===== src/rtl/mult_control.sv =====
// rtl/mult_control.sv - shift-add multiplier sequencer: one CHECK and one SHIFT cycle per multiplier bit
module mult_control #(
   parameter int WIDTH = 32
) (
   input  logic       clk,
   input  logic       Reset,
   input  logic       Run,
   input  logic       LSB,
   output logic       ADDU_ctrl,
   output logic       W_ctrl,
   output logic       SRL_ctrl,
   output logic       Ready,
   output logic       Done,
   output logic [5:0] Count
);

   typedef enum logic [1:0] {IDLE, CHECK, SHIFT, DONE} state_t;

   localparam logic [5:0] LAST_COUNT = 6'(WIDTH);

   state_t     state_q, state_d;
   logic [5:0] count_q, count_d;
   logic       done_q, done_d;

   always_ff @(posedge clk) begin
      if (Reset) begin
         state_q <= IDLE;
         count_q <= '0;
         done_q  <= 1'b0;
      end else begin
         state_q <= state_d;
         count_q <= count_d;
         done_q  <= done_d;
      end
   end

   // LSB is only consulted in CHECK, so an unknown LSB elsewhere cannot reach the strobes.
   always_comb begin
      state_d   = state_q;
      count_d   = count_q;
      ADDU_ctrl = 1'b0;
      W_ctrl    = 1'b0;
      SRL_ctrl  = 1'b0;
      Ready     = 1'b0;
      case (state_q)
         IDLE: begin
            Ready   = 1'b1;
            count_d = '0;
            if (Run) state_d = CHECK;
         end
         CHECK: begin
            ADDU_ctrl = LSB;
            W_ctrl    = LSB;
            state_d   = SHIFT;
         end
         SHIFT: begin
            SRL_ctrl = 1'b1;
            count_d  = count_q + 6'd1;
            state_d  = (count_d < LAST_COUNT) ? CHECK : DONE;
         end
         DONE: begin
            Ready = 1'b1;
         end
         default: begin
            state_d = IDLE;
         end
      endcase
      done_d = (state_q == SHIFT) && (state_d == DONE);
   end

   assign Done  = done_q;
   assign Count = count_q;

endmodule


===== config.mk =====
export PLATFORM = sky130hd
export DESIGN_NAME = mult_control
export DESIGN_NICKNAME = d
export VERILOG_FILES = /design/src/rtl/mult_control.sv
export SDC_FILE = /design/constraint.sdc
export NUM_CORES = 1
export LEC_CHECK = 0
export CAP_MARGIN = 20
export CORE_MARGIN = 2
export CORE_UTILIZATION = 32
export CTS_BUF_LIST = sky130_fd_sc_hd__clkbuf_4
export DETAILED_ROUTE_END_ITERATION = 10
export PLACE_DENSITY = 0.72
export SYNTH_ARGS = -nofsm -noshare
export SYNTH_HDL_FRONTEND = slang
export SYNTH_SLANG_ARGS = --single-unit

===== constraint.sdc =====
create_clock -name clk -period 1.4 [get_ports clk]
set_clock_uncertainty 0.1 [all_clocks]
set_input_delay 0.21 -clock clk [delete_from_list [all_inputs] [get_ports clk]]
set_output_delay 0.21 -clock clk [all_outputs]
set_load 0.1 [all_outputs]

==> out/qor.yml, run 1 <==
yosys:
  synthSimpleGateAreaFrac_pct: 22.5
  synth-xor-area-share_pct: 0
  synth.most_common_cell: "dfxtp_1"
  synth_largest_area_cell: "dfxtp_1"
  synth_seq_cells: 9
  synth_compound_area_share_pct: 22.0
  synth_ff_type: "dfxtp_1"
  async_flop_share_pct: 0
  synth_common_cells: "9 x dfxtp_1, 6 x a21oi_1, 5 x ha_1, 4 x inv_1, 4 x o21ai_0"
  synthCells: 59
  synth_warnings: 0
  synth_top_family_by_area: "simple AND/OR/NAND/NOR gates"
  ys_seq_area_share_pct: 34.1
  syn-num-nets: 68
  netlist_area_um2: 528
  synth_mux_area_share_pct: 3.79
  syn_avg_cell_area_um2: 8.95
  ys_types: 28
  synth_adder_area_share_pct: 11.8
  synth-edff-count: 0
  yosys-top-cells-area: "dfxtp_1 34%, ha_1 12%, a21oi_1 5.7%, mux2i_1 3.8%, nand2_8 3.8%"
  synth_top_area_share_pct: 34.1
floorplan:
  coreArea_um2: 1520
  io_pins: 15
  placementRows: 14
  die_area_um2: 1990
  fp.dieH_um: 44.6
  die_w_um: 44.6
  start_util_pct: 34.6
clock_tree:
  root_buffer: "clkbuf_4"
  cts_tree: "yes"
  clk_pin_slew_ns: 0.05
  htreeDepth: 1
  numCtsBuffers: 3
  numClockSinks: 9
  insertion_delay_ns: 0.26
  clk_path_buf_depth: 2
  ctsHoldBuffers: 0
timing:
  fmax_mhz: 655
  period_share_pct: 109
  setup_ws_ns: -0.128
  period_minus_slack_ns: 1.53
  tightestPinTransition_ns: 0.168
  report.final.slew_viol_count: 0
  finalHoldViolCount: 0
  hold-worst-slack_ns: 0.424
  rsz0062_at_grt: "true"
  slew_headroom_pct: 88.6
  setup_viol: 8
final_layout:
  final_cells: 106
  fill_cells: 110
  diodes: 0
  syn_to_final_growth_pct: 104
  fin_nets: 100
  final_area_um2: 1070
  layout-drive-gt1-share_pct: 63.3
  utilization_pct: 70.5
global_routing:
  overflow: 0
  grt_max_degree: 8
  grt_pass1_vias: 515
  antenna_found_initial: 0
  grt_pass1_wl_um: 2430
  track_usage_pct: 17.6
critical_path:
  critPathTopFamily: "buffers and inverters"
  cp-startpoint: "state_q[1]$_SDFF_PP0_"
  required_ns: 1.09
  cp_num_buf_inv: 3
  path_cells: "buf_4, ha_4, buf_6, buf_12"
  worstSetupStartpointType: "flip-flop"
  worstPathMaxFanout: 4
  setup.worst_path.class: "flip-flop to output pin"
  crit_path_end_kind: "output pin"
  slowest_stage: "dfxtp_4"
  max_stage_delay_ns: 0.37
  arrival_ns: 1.22
  r2r-start: "state_q[1]$_SDFF_PP0_"
power:
  cellPowerDensity_nw_per_um2: 689
  vdd_drop_max_mv: 0.571
  p_leak_nw: 0.392
detailed_routing:
  vias: 561
  vias_per_cell: 5.29
  drcViolationCount: 0
  drtAntennaViolNets: 0
  drt-total-wl_um: 1500
  drt-initial-drc-count: 9
  wl_per_cell_um: 14.1
  dr.pass1.iters: 4
place:
  dpl_cell_area_um2: 916
  port_buffers: 14
  place_ws_ns: -0.147
  dp.cells: 96
  gp_congestion: 0.798
  place_hpwl_um: 942
worst_hold_path:
  hold_start: "Count[5]$_SDFFE_PP0P_"
  min_path_type: "flip-flop to flip-flop"
flow_run:
  cap_viol_max_count: 0
outcome:
  failed_checks: "setup timing"
  status: "finished with violations"
[final cells by class]
| type | instances | area [µm²] | share of cell area (%) |
|---|---|---|---|
| sequential | 9 | 208 | 19.3 |
| inverter | 4 | 26.3 | 2.44 |
| tap | 16 | 20.0 | 1.86 |
| clock buffer | 4 | 30.0 | 2.79 |
| multi-input combinational | 43 | 405 | 37.7 |
| timing repair buffer | 30 | 385 | 35.9 |
[power breakdown]
part           internal [W]  switching [W]
clock network      0.000129      0.0000855
registers          0.000252     0.00000880
logic              0.000116       0.000149
total              0.000497       0.000244
[repair_timing]
item | CTS | global route
endpoints found under the setup margin | 6 | 10
gates resized for setup | 12 | 11
pin swaps | 2 | 4
gates cloned | 0 | 0
setup buffers | 5 | 1
[per-layer routing]
metal / vias to the layer above / part of all wire (%) / GRT usage [%]
met5: - / 0 / 0
met4: 0 / 2.3 / 9.09
met3: 5 / 4.1 / 6.12
met2: 13 / 49 / 25.5
met1: 266 / 44 / 22.8
li1: 277 / - / -
[cell usage in the layout, fill, tap and decap left out, types with 2 or more instances in the layout]
cell             count
ha_4                 3
buf_12              11
a21oi_1              5
o21ai_1              2
buf_6                4
clkbuf_4             4
clkdlybuf4s50_1      3
mux2i_1              2
nor3_1               2
buf_4               12
dfxtp_4              7
nor2_1               2
[kinds of logic after synthesis]
group | Yosys count
DFF | 9
AOI/OAI and AO/OA | 18
and+or+nand+nor | 18
adders and majority gates | 5
muxes | 2
buffers and inverters | 7
[registers in the layout (all words and copies together), names as in the netlist]
| register | cells |
|---|---|
| Count | 6 |
| state_q | 2 |
| Done | 1 |
[final timing paths]
check	endpoint	slack [ns]	cells after the start
max reg2reg	state_q[1]$_SDFF_PP0_	-0.07	5
max	SRL_ctrl	-0.13	4
min	Count[5]$_SDFFE_PP0P_	0.42	2
min reg2reg	Count[5]$_SDFFE_PP0P_	0.42	2
[worst min-delay path, delay by kind of cell (launching register included)]
family / cells / cell delay, ns
AOI/OAI and AO/OA: 2 / 0.14
DFF: 1 / 0.35
[per-stage QoR]
stage	setup TNS, ns	total power, W
2_1_floorplan	-0.489	0.000410
3_3_place_gp	-0.0988	0.000487
3_5_place_dp	-0.223	0.000492
4_1_cts	-0.668	0.000731
5_1_grt	-1.14	0.000777
6_report	-0.701	0.000741
(Power assumes the default switching activity.)
==> inputs of run 2 (changes only) <==
--- a/config.mk
+++ b/config.mk
@@ -6,11 +6,13 @@
 export NUM_CORES = 1
 export LEC_CHECK = 0
 export CAP_MARGIN = 20
+export CELL_PAD_IN_SITES_DETAIL_PLACEMENT = 1
+export CELL_PAD_IN_SITES_GLOBAL_PLACEMENT = 1
 export CORE_MARGIN = 2
-export CORE_UTILIZATION = 32
+export CORE_UTILIZATION = 31
 export CTS_BUF_LIST = sky130_fd_sc_hd__clkbuf_4
 export DETAILED_ROUTE_END_ITERATION = 10
-export PLACE_DENSITY = 0.72
+export PLACE_DENSITY = 0.86
 export SYNTH_ARGS = -nofsm -noshare
 export SYNTH_HDL_FRONTEND = slang
 export SYNTH_SLANG_ARGS = --single-unit
==> out/qor.yml, run 2 (same netlist as run 1, synthesis figures left out) <==
outcome:
  status: "finished with violations"
  failed_checks: "setup timing"
critical_path:
  crit_path_end_kind: "output pin"
  crit_path_end: "SRL_ctrl"
  arrival_ns: 1.24
  worstSetupStartpointType: "flip-flop"
  worstPathMaxFanout: 4
  required_ns: 1.09
  ff2ff_path_depth: 6
  rrSetupSlack_ns: -0.11
  r2r_end: "Count[5]$_SDFFE_PP0P_"
  setup.worst_path.class: "flip-flop to output pin"
  r2r-start: "state_q[1]$_SDFF_PP0_"
  cp-startpoint: "state_q[1]$_SDFF_PP0_"
worst_hold_path:
  min_path_type: "flip-flop to flip-flop"
global_routing:
  grt_max_degree: 10
  overflow: 0
  antenna_found_initial: 0
  grt_pass1_vias: 585
  grt_pass1_wl_um: 2870
  track_usage_pct: 20.6
detailed_routing:
  wl_per_cell_um: 21.5
  vias_per_cell: 5.56
  drt-total-wl_um: 2280
  drtAntennaViolNets: 0
  drt-initial-drc-count: 9
  vias: 589
  dr.pass1.iters: 4
  drcViolationCount: 0
timing:
  setup_viol: 9
  setup_ws_ns: -0.146
  setup_tns_ns: -0.896
  period_minus_slack_ns: 1.55
  tightestPinTransition_ns: 0.304
  slew_headroom_pct: 79.7
  report.final.slew_viol_count: 0
  period_share_pct: 110
  finalHoldViolCount: 0
  fmax_mhz: 647
  rsz0062_at_grt: "true"
final_layout:
  diodes: 0
  layout_common_cells: "12 x buf_4, 11 x buf_12, 7 x dfxtp_4"
  layout-drive-gt1-share_pct: 68.9
  largest_reg_flops: 6
  multi_input_area_um2: 450
  layout_commonest_cell: "buf_4"
  fill_cells: 149
  fin_nets: 100
  final_area_um2: 1120
  syn_to_final_growth_pct: 112
  ff_latch_area_um2: 208
flow_run:
  cap_viol_max_count: 0
clock_tree:
  numClockSinks: 9
  clk_path_buf_depth: 2
  clk_pin_slew_ns: 0.06
  cts_tree: "yes"
  ctsHoldBuffers: 0
  htreeDepth: 1
  insertion_delay_ns: 0.27
  numCtsBuffers: 3
  root_buffer: "clkbuf_4"
place:
  place_hpwl_um: 1140
  gp_congestion: 0.778
  dpl_cell_area_um2: 916
  port_buffers: 14
floorplan:
  start_util_pct: 33.9
  die_area_um2: 2050
  die_w_um: 45.3
  coreArea_um2: 1560
  io_pins: 15
  placementRows: 14
  fp.dieH_um: 45.3
power:
  fin_total_pwr_w: 0.000768
  p_leak_nw: 0.398
  vdd_drop_max_mv: 0.447
  cellPowerDensity_nw_per_um2: 688
==> run 2: per-stage QoR <==
stage / hold WS, ns / util (%) / setup slack, ns / instances
after floorplan: 0.325 / - / -0.0921 / 59
after global placement: 0.410 / 58.7 / -0.0503 / 96
after detailed placement: 0.440 / 58.7 / -0.110 / 96
after CTS: 0.461 / 66.1 / -0.134 / 103
after global routing: 0.519 / 71.7 / -0.165 / 106
final: 0.500 / 71.7 / -0.146 / 106
==> run 2: repair_timing <==
| action | in CTS | in global routing |
|---|---|---|
| resized for setup | 16 | 13 |
| setup buffers | 3 | 3 |
| pin swaps | 3 | 4 |
| endpoints found under the setup margin | 7 | 12 |
==> run 2: worst max-delay path, cell delays in order, from the launching register on <==
cell and delay, ns:
dfxtp_4 0.37, buf_4 0.14, ha_4 0.17, buf_6 0.13, buf_12 0.16
==> run 2: final cells by class <==
cell class,instances,share of cell area [%]
tap,16,1.79
multi-input combinational,43,40.3
clock buffer,4,2.69
sequential,9,18.6
inverter,4,2.13
timing repair buffer,30,34.5
==> run 2: worst min-delay path by stage <==
stage                                startpoint  depth (start not counted)  slack (ns)                    end
after global placement    Count[5]$_SDFFE_PP0P_                          2        0.41  Count[5]$_SDFFE_PP0P_
final                     Count[5]$_SDFFE_PP0P_                          2        0.50  Count[5]$_SDFFE_PP0P_
after floorplan                             Run                          2        0.33  state_q[0]$_SDFF_PP0_
after CTS                 Count[5]$_SDFFE_PP0P_                          2        0.46  Count[5]$_SDFFE_PP0P_
after global routing      Count[5]$_SDFFE_PP0P_                          2        0.52  Count[5]$_SDFFE_PP0P_
after detailed placement  Count[5]$_SDFFE_PP0P_                          2        0.44  Count[5]$_SDFFE_PP0P_
==> run 2: power breakdown <==
part	switching, W	internal, W
sequential	0.00000835	0.000252
combinational	0.000158	0.000124
clock	0.0000972	0.000130
==> run 2: routing by layer <==
layer  track usage (%)  vias to the layer above  part of all wire, %
li1                  -                      278                    -
met1              24.6                      288                   39
met2              32.9                       17                   55
met3              7.60                        6                  4.5
met4              8.82                        0                  1.8
met5                 0                        -                    0
